[config.mk]
export PLATFORM = sky130hd
export DESIGN_NAME = trigger_capture_v1_0
export DESIGN_NICKNAME = d
export VERILOG_FILES = /design/src/rtl/trigger_capture_v1_0_pkg.sv /design/src/rtl/capture_ram_v1_0.sv /design/src/rtl/trigger_capture_v1_0.sv
export SDC_FILE = /design/constraint.sdc
export NUM_CORES = 2
export LEC_CHECK = 0
export BUFFER_PORTS_ARGS = -buffer_cell sky130_fd_sc_hd__buf_2
export CAP_MARGIN = 20
export CORE_UTILIZATION = 55
export CTS_CLUSTER_SIZE = 24
export DETAILED_ROUTE_END_ITERATION = 16
export PLACE_DENSITY = 0.7
export SLEW_MARGIN = 20
export SYNTH_ARGS = -nofsm -noshare
export SYNTH_HDL_FRONTEND = slang
export SYNTH_SLANG_ARGS = --single-unit
[constraint.sdc]
create_clock -name clk -period 7.2 [get_ports clk]
set_input_delay 0 -clock clk [delete_from_list [all_inputs] [get_ports clk]]
set_output_delay 0 -clock clk [all_outputs]
set_load 0.02 [all_outputs]
[src/rtl/trigger_capture_v1_0_pkg.sv]
// Shared types for the trigger capture block: FSM encoding and threshold saturation.
package trigger_capture_v1_0_pkg;

    typedef enum logic [2:0] {
        ST_IDLE,
        ST_PREFILL,
        ST_WAIT_TRIG,
        ST_POST,
        ST_DONE
    } state_t;

    // Clamp threshold +/- hysteresis into 15-bit signed instead of wrapping.
    function automatic logic signed [14:0] sat15(input logic signed [15:0] v);
        if (v > 16'sd16383)
            return 15'h3fff;
        else if (v < -16'sd16384)
            return 15'h4000;
        else
            return v[14:0];
    endfunction

endpackage

[src/rtl/capture_ram_v1_0.sv]
// Simple dual-port capture buffer: one write port, one registered read port.
module capture_ram_v1_0 #(
    parameter int ADDR_W = 8,
    parameter int DATA_W = 14
) (
    input  logic              clk,
    input  logic              rstn,
    input  logic              we,
    input  logic [ADDR_W-1:0] wr_addr,
    input  logic [DATA_W-1:0] wr_data,
    input  logic [ADDR_W-1:0] rd_addr,
    output logic [DATA_W-1:0] rd_data
);

    logic [DATA_W-1:0] mem [2**ADDR_W];

    always_ff @(posedge clk)
        if (we)
            mem[wr_addr] <= wr_data;

    // Only the output register is reset; the array keeps its contents.
    always_ff @(posedge clk or negedge rstn)
        if (!rstn)
            rd_data <= '0;
        else
            rd_data <= mem[rd_addr];

endmodule

[src/rtl/trigger_capture_v1_0.sv]
// Pre/post-trigger sample capture with prescaled strobe and hysteresis-qualified edge trigger.
module trigger_capture_v1_0
    import trigger_capture_v1_0_pkg::*;
#(
    parameter int ADDR_W = 8
) (
    input  logic                clk,
    input  logic                rstn,
    input  logic [31:0]         i32_prescaler,
    input  logic signed [13:0]  is14_data,
    input  logic signed [13:0]  is14_threshold,
    input  logic [13:0]         i14_hysteresis,
    input  logic                i_edge,
    input  logic                i_arm,
    input  logic [ADDR_W-1:0]   i_pretrig,
    input  logic [ADDR_W-1:0]   i_rd_addr,
    output logic signed [13:0]  os14_rd_data,
    output logic                o_busy,
    output logic                o_done,
    output logic                o_trigger
);

    state_t             state, state_nx;
    logic [31:0]        pre_cnt;
    logic               strobe, arm_ok, fire, we;
    logic               qual, qual_set, hit, edge_q, edge_chg;
    logic [ADDR_W-1:0]  wr_ptr, start_ptr, rd_ptr, fill_cnt, fill_inc, fill_len, pretrig_q;
    logic signed [15:0] thr16, hys16;
    logic signed [14:0] thr15, thr_lo, thr_hi, data15;
    logic [13:0]        rd_raw;

    assign strobe = pre_cnt >= i32_prescaler;

    always_ff @(posedge clk or negedge rstn)
        if (!rstn)
            pre_cnt <= '0;
        else if (strobe)
            pre_cnt <= '0;
        else
            pre_cnt <= pre_cnt + 32'd1;

    assign thr16    = {{2{is14_threshold[13]}}, is14_threshold};
    assign hys16    = {2'b00, i14_hysteresis};
    assign thr15    = thr16[14:0];
    assign thr_lo   = sat15(thr16 - hys16);
    assign thr_hi   = sat15(thr16 + hys16);
    assign data15   = {is14_data[13], is14_data};
    assign qual_set = i_edge ? (data15 >= thr_hi) : (data15 <= thr_lo);
    assign hit      = i_edge ? (data15 <= thr15)  : (data15 >= thr15);
    assign edge_chg = i_edge ^ edge_q;

    assign arm_ok   = i_arm && (state == ST_IDLE || state == ST_DONE);
    // A stale qualifier from the previous edge polarity must not fire.
    assign fire     = (state == ST_WAIT_TRIG) && strobe && qual && !edge_chg && hit;
    assign we       = strobe && (state == ST_PREFILL || state == ST_WAIT_TRIG || state == ST_POST);
    assign fill_len = (state == ST_POST) ? ~pretrig_q : pretrig_q;
    assign fill_inc = fill_cnt + ADDR_W'(1);

    always_ff @(posedge clk or negedge rstn)
        if (!rstn)
            state <= ST_IDLE;
        else
            state <= state_nx;

    always_comb begin
        state_nx = state;
        case (state)
            ST_IDLE, ST_DONE:
                if (i_arm)
                    state_nx = (i_pretrig == '0) ? ST_WAIT_TRIG : ST_PREFILL;
            ST_PREFILL:
                if (strobe && fill_inc == fill_len)
                    state_nx = ST_WAIT_TRIG;
            ST_WAIT_TRIG:
                if (fire)
                    state_nx = (&pretrig_q) ? ST_DONE : ST_POST;
            ST_POST:
                if (strobe && fill_inc == fill_len)
                    state_nx = ST_DONE;
            default:
                state_nx = ST_IDLE;
        endcase
    end

    always_comb begin
        o_busy    = !(state == ST_IDLE || state == ST_DONE);
        o_done    = (state == ST_DONE);
        o_trigger = fire;
    end

    always_ff @(posedge clk or negedge rstn)
        if (!rstn) begin
            wr_ptr    <= '0;
            start_ptr <= '0;
            fill_cnt  <= '0;
            pretrig_q <= '0;
            qual      <= 1'b0;
            edge_q    <= 1'b0;
        end else begin
            edge_q <= i_edge;
            if (arm_ok) begin
                pretrig_q <= i_pretrig;
                wr_ptr    <= '0;
                fill_cnt  <= '0;
                qual      <= 1'b0;
            end else begin
                if (we)
                    wr_ptr <= wr_ptr + ADDR_W'(1);
                if (we && state != ST_WAIT_TRIG)
                    fill_cnt <= fill_inc;
                if (fire) begin
                    start_ptr <= wr_ptr - pretrig_q;
                    fill_cnt  <= '0;
                end
                if (state == ST_WAIT_TRIG) begin
                    if (edge_chg)
                        qual <= 1'b0;
                    else if (strobe && qual_set)
                        qual <= 1'b1;
                end
            end
        end

    assign rd_ptr       = start_ptr + i_rd_addr;
    assign os14_rd_data = rd_raw;

    capture_ram_v1_0 #(
        .ADDR_W (ADDR_W),
        .DATA_W (14)
    ) u_ram (
        .clk     (clk),
        .rstn    (rstn),
        .we      (we),
        .wr_addr (wr_ptr),
        .wr_data (is14_data),
        .rd_addr (rd_ptr),
        .rd_data (rd_raw)
    );

endmodule

# Yosys cells after proc, flatten, opt, wreduce, memory -nomap -nowiden
# Memory sizes are Yosys's and may differ from the RTL's. A register that Yosys moved wholly into a read port is not among the register bits.
# Cells that the tools add are included.
totals:
  register_bits: 69
  latchBits: 0
  ram_bits: 3584
  romBits: 0
  in_bits: 94
  word_cells: 90
  mem_count: 1
op_classes:
  n_addsub: 7
  multipliers: 0
  div_mod_pow: 0
  n_lt_le_gt_ge: 9
  n_eq_ne: 10
  shift: 0
  mux: 26
  bitwise: 3
  reduce_logical: 26
mem_list:
  columns: ["memory", "depth", "width", "read_ports", "rd_ports_with_merged_regs", "wr", "line", "text"]
  rows:
  - ["u_ram.mem", 256, 14, 1, 1, 1, "capture_ram_v1_0.sv:15", "logic [DATA_W-1:0] mem [2**ADDR_W];"]
op_table:
  columns: ["cell", "count"]
  rows:
  - ["15-bit two-way mux", 4]
  - ["8-bit two-way mux", 6]
  - ["32-bit by 1-bit adder with 32-bit output, second input constant", 1]
  - ["32-bit >= comparator", 1]
  - ["16-bit by 15-bit greater-than comparator with 1-bit output, second input constant", 2]
  - ["16-bit by 15-bit < comparator with 1-bit output, second input constant", 2]
  - ["32-bit two-way mux", 1]
  - ["14-bit by 15-bit adder with 16-bit output", 1]
  - ["8-bit by 1-bit adder with 8-bit output, second input constant", 2]
  - ["14-bit by 15-bit subtractor with 16-bit output", 1]
  - ["14-bit by 15-bit >= comparator with 1-bit output", 1]
  - ["14-bit by 15-bit <= comparator with 1-bit output", 1]
  - ["3-bit two-way mux", 5]
  - ["14-bit >= comparator", 1]
  - ["14-bit <= comparator", 1]
  - ["3-bit one-hot mux with 4 select lines", 1]
  - ["1-bit logical AND", 9]
  - ["8-bit adder", 1]
  - ["8-bit == test", 1]
  - ["8-bit zero test", 1]
  - ["1-bit two-way mux", 8]
  - ["8-bit NOT", 1]
  - ["8-bit AND reduction", 1]
  - ["8-bit subtractor", 1]
  - ["other kinds (17)", 27]

# Logic depth before layout (Yosys ltp)
depth:
  depth_word: 11
  mapped_depth: 22

# By module
# Synthesis repeated with hierarchy kept, for this count alone.
hier_totals:
  hier_cells: 7041
  area_unflattened_um2: 146165.2
modules_own_cells:
  columns: ["module", "instances", "cells_each", "area_each_um2"]
  rows:
  - ["capture_ram_v1_0", 1, 6142, 138820.6]
  - ["trigger_capture_v1_0", 1, 899, 7344.5]

# Least setup slack after synthesis
# OpenSTA, ideal clock, no wires.
synth_path:
  path_kind: "input-to-reg"
  start: "input port is14_threshold[0]"
  end: "register qual"
  setup_time_ns: 0.065
  arrival_time_ns: 3.880
  t_required_ns: 7.135
  path_slack_ns: 3.255
  path_stages: 22
  cell_sequence: "inv_1 -> ha_1 -> inv_1 -> fa_1 -> a211oi_1 -> o21ai_0 -> a41oi_1 -> o31ai_1 -> a311oi_1 -> xnor2_1 -> nand2_1 -> buf_4 -> a21oi_1 -> ha_1 -> a21o_1 -> a21oi_1 -> o21ai_0 -> o21a_1 -> o21ai_0 -> a31oi_1 -> a2111oi_0 -> o221a_2"
synth_between:
  elab_chain_cells: 9
synth_lines:
  columns: ["element", "line", "text"]
  rows:
  - ["from (decl)", "trigger_capture_v1_0.sv:11", "input logic signed [13:0] is14_threshold,"]
  - ["14-bit by 15-bit subtractor with 16-bit output or 14-bit by 15-bit adder with 16-bit output (tied branches)", "trigger_capture_v1_0.sv:45, trigger_capture_v1_0.sv:46", null]
  - ["16-bit by 15-bit < comparator with 1-bit output", "trigger_capture_v1_0_pkg.sv:16", "else if (v < -16'sd16384)"]
  - ["15-bit two-way mux", "trigger_capture_v1_0_pkg.sv:16", null]
  - ["15-bit two-way mux", "trigger_capture_v1_0_pkg.sv:14", "if (v > 16'sd16383)"]
  - ["14-bit by 15-bit <= comparator with 1-bit output or 14-bit by 15-bit >= comparator with 1-bit output (tied branches)", "trigger_capture_v1_0.sv:48", "assign qual_set = i_edge ? (data15 >= thr_hi) : (data15 <= thr_lo);"]
  - ["1-bit two-way mux (*)", "trigger_capture_v1_0.sv:48", null]
  - ["1-bit logical AND (*)", "trigger_capture_v1_0.sv:118", "else if (strobe && qual_set)"]
  - ["3-bit nonzero test (no line) (*)", null, null]
  - ["2-bit AND reduction (no line) (*)", null, null]
  - ["to (signal assigned)", "trigger_capture_v1_0.sv:105", "qual <= 1'b0;"]
  - ["to (signal assigned)", "trigger_capture_v1_0.sv:117", "qual <= 1'b0;"]
  - ["to (signal assigned)", "trigger_capture_v1_0.sv:119", "qual <= 1'b1;"]
  - ["to (decl)", "trigger_capture_v1_0.sv:26", "logic qual, qual_set, hit, edge_q, edge_chg;"]
# Every way passes the cells marked *; elsewhere a longest branch is shown, timed or not.
# A chain may end at the register's enable or synchronous reset.

# Final worst setup path
layout_path:
  start: "register pre_cnt[6]"
  end: "memory u_ram.mem[113][2], enable pin"
layout_between:
  elab_chain_cells: 4
layout_lines:
  columns: ["element", "line", "text"]
  rows:
  - ["from (decl)", "trigger_capture_v1_0.sv:24", "logic [31:0] pre_cnt;"]
  - ["from (signal assigned)", "trigger_capture_v1_0.sv:40", "pre_cnt <= pre_cnt + 32'd1;"]
  - ["32-bit >= comparator", "trigger_capture_v1_0.sv:32", "assign strobe = pre_cnt >= i32_prescaler;"]
  - ["1-bit logical AND", "trigger_capture_v1_0.sv:55", "assign we = strobe && (state == ST_PREFILL || state == ST_WAIT_TRIG || state == ST_POST);"]
  - ["1-bit two-way mux", "capture_ram_v1_0.sv:18", "if (we)"]
  - ["1-bit two-way mux (not written as such)", "capture_ram_v1_0.sv:19", "mem[wr_addr] <= wr_data;"]
  - ["to (decl)", "capture_ram_v1_0.sv:15", null]
# Every way passes these cells.

==> impl_metrics.tcl <==
set metrics [dict create \
    synth_area_in_adders_pct 1.15 \
    synth_top_area_share_pct 73.9 \
    ir_drop_mv 0.289 \
    fin_cells 12000 \
    p_int_mw 35.6 \
    synth_simple_gate_area_share_pct 6.34 \
    reg2reg_setup_slack_ps 2060 \
    yosysSeqAreaShare_pct 75.4 \
    route.final.wire_length_microns 379000 \
    critical_path_depth 11 \
    totalPowerFinal_mw 46.3 \
    finalClockSkew_ps 62.2 \
    ioPinCount 111 \
    finalWeightedCongestion 0.933 \
    yosys-top-cells-area "edfxtp_1 (74%), mux4_2 (14%), nand2_1 (2.6%)" \
    r2r_end "u_ram.mem[113][2]" \
    worstRegToRegCells 11 \
    leakage_nw 53.3 \
    power.density_nw_per_um2 281 \
    critical_path.max_fanout 28 \
    cts_max_level 5 \
    synth_fp_nets 7906 \
    core_region_area_sq_um 263000 \
    gate_count_post_synth 7681 \
    syn_avg_cell_area_sq_um 18.9 \
    timing.hold.worst.start "is14_data[4]" \
    post_cts.resized_instances 0 \
    drv_slew 0 \
    critPathLaunch "pre_cnt[6]" \
    die_w_microns 516 \
    final-hold-violation-count 0 \
    drt-vias-per-instance 6.46 \
    post-dp-hpwl_microns 227000 \
    worstPathRequired_ps 7770 \
    vias 77300 \
    critPathSlowestCell "nor2_2" \
    number_of_warnings_issued_by_yosys 0 \
    share_clk_of_total_power_pct 40.5 \
    grt_first_pass_wirelength_microns 544000 \
    worst_setup_endpoint "u_ram.mem[113][2]" \
    worst_hold_path_type "input pin to flip-flop" \
    muxShareOfSynthArea_pct 14.0 \
    seq_power_share_pct 51.2 \
    detail_route.wl_per_cell_microns 31.7 \
    grtUsageTotal_pct 28.6 \
    placement_rows 188 \
    ctsRootBufferMaster "clkbuf_16" \
    antenna_violating_nets_post_route 0 \
    detailedPlace.worstSlack_ps 2150 \
    synthXorXnorAreaFrac_pct 0.572 \
    detail_route.drc_violations 0 \
    setup_repair_after_global_routing_missed_its_margin "no" \
    synth-compound-area-share_pct 1.17 \
    ctsLongestPathBuffers 4 \
    dr.pass1.iters 7 \
    global_route.usage.met2_pct 43.8 \
    end_kind "flip-flop" \
    synth-async-reset-ratio_pct 2.26 \
    tritoncts_clock_tree "yes" \
    nets 8370 \
    grt_pass1_vias 76400 \
    postSynthRegisterBits 3667 \
    clk-insertion-delay-late_ps 980 \
    timing.slew.headroom_pct 20.4 \
    detail_route.iter0.violations 10900 \
    globalRouteOverflowTotal 0 \
    design.die.area_sq_um 267000 \
    place_inst 11200 \
    arrival_time_at_the_worst_endpoint_ps 5710 \
    max_freq_ghz 0.195 \
    area_growth_pct 13.0 \
    die_span_in_y_microns 516 \
    finalWorstSetupSlack_ps 2060 \
    tightest_slew_ps 1190 \
    cp_slowest_stage_delay_ps 820 \
    grt_antenna_before_repair 21 \
    starting_utilization_of_the_core_area_pct 55.4 \
    final_layout_size_suffix_gt1_share_pct 23.1 \
    result_of_the_run "complete, no violations" \
    critical_path.top_delay_family "simple AND/OR/NAND/NOR gates" \
    post-route-period-util_pct 71.4 \
    power_switching_mw 10.7 \
    yosys.cell_types.count 70 \
    grt_most_used_layer "met2" \
    crit_path_start_kind "flip-flop" \
    combinationalPowerShare_pct 8.3 \
    yosysMostFrequentCell "edfxtp_1" \
    crit_type "flip-flop to flip-flop" \
    synth-main-ff-cell "edfxtp_1" \
    register_area_sq_um 110000 \
    post_synth_instance_area_sq_um 146000 \
    synth_area_leader_cell "edfxtp_1" \
    synth.cells.most_frequent "edfxtp_1 (3,584), nand2_1 (1,020), mux4_2 (896)" \
    area_of_the_multi_input_gates_sq_um 34000 \
    path_cells "ha_1, and3_1, or3b_1, a221oi_2, o31a_2, dlygate4sd3_1, o21ai_4, nor2_1, nand3_2, buf_4, nor2_2" \
    fillers 17900 \
    report.final.setup_viol 0 \
    synth-edff-count 3584 \
    finalWorstPathRequiredPeriod_ps 5140 \
    numClockSinks 3667 \
    drv.max_cap_violation_count 0 \
    fin_tns_setup_ps 0 \
    numCtsBuffers 374 \
    gr-usage-met3_pct 6.12 \
    grt_start_max_net_pins 186 \
    startpoint_of_the_lowest_slack_register_to_register_path "pre_cnt[6]" \
    power_switching_share_pct 23.0 \
    combinational_family_with_the_most_area_after_synthesis "multiplexers" \
    io_buffers 110 \
    clock_slew_at_reported_path_ffs_ps 60 \
    global_route.usage.met1_pct 40.5 \
    path_buf_inv 2 \
]
power groups by stage:
stage               logic, mW  clock network [mW]  registers (mW)
finish                   3.84                18.7            23.7
global route             4.04                19.6            23.7
CTS                      3.81                18.9            23.7
detailed placement       3.77                   0            24.2
global placement         3.70                   0            24.1
floorplan                2.09                   0            24.1
worst min path at each step:
stage,end,slack [ps],cells after the start
after floorplan,edge_q,-300,0
after global placement,pre_cnt[12],-40,1
after detailed placement,pre_cnt[12],-20,1
after CTS,u_ram.mem[85][4],10,2
after global routing,u_ram.mem[85][4],30,2
final,u_ram.mem[85][4],50,2
area by class of cell:
type	instances	share of cell area, %
multi-input cells	3500	20.7
repair buffers	499	2.55
diodes	10	0.0152
clock inverters	191	1.10
inverters	103	0.235
well taps	3515	2.68
flip-flops and latches	3667	66.7
clock buffers	469	5.99
placed cells by master (no fill, tap or decap), drive strengths merged, types with 31 or more instances in the layout:
cell         synthesis  final
a21oi               67     67
a22oi               57     57
buf                139    438
bufinv               0     33
clkbuf             272    469
clkinv               0    135
dfrtp               83     83
dlygate4sd3          0     61
edfxtp            3584   3584
ha                 127    127
inv                103    110
mux4               896    896
nand2             1020   1020
nand3              484    484
nand4              134    134
nor2               349    349
nor3                31     31
o21ai               46     46
xnor2               57     57
xor2                38     38
flip-flops by register name, indices dropped and copies added, names as in the netlist:
name and count:
u_ram.mem 3584, pre_cnt 32, u_ram.rd_data 14, fill_cnt 8
pretrig_q 8, start_ptr 8, wr_ptr 8, state 3
edge_q 1, qual 1
through the flow:
stage	instance area (sq um)	util, %	hold WS (ps)
after floorplan	146000	-	-296
after global placement	152000	57.8	-44.4
after detailed placement	152000	57.9	-23.1
after CTS	164000	62.6	10.3
after global routing	164000	62.6	32.0
final	164000	62.6	47.3
kinds of logic (layout without fill, tap and decap cells):
family / after synthesis / after routing
flops: 3667 / 3667
simple gates: 2115 / 2115
mux: 906 / 906
buf+inv: 514 / 1262
compound gates: 253 / 253
fa+ha+maj: 131 / 131
xor+xnor: 95 / 95
other cells: 0 / 10
timing repair:
item / CTS / global route
endpoints found under the hold margin: 1768 / 0
setup endpoints to repair: 0 / 0
hold buffers: 62 / 0
buffers inserted: 0 / 0
metal layers:
layer	routed length [microns]	share of wire (%)	up-vias
met1	144000	38	40300
met2	179000	47	4529
met5	139	0.037	-
met3	40100	11	735
met4	15900	4.2	18
li1	-	-	31600
Note: power is estimated with default switching activity, not from simulation.
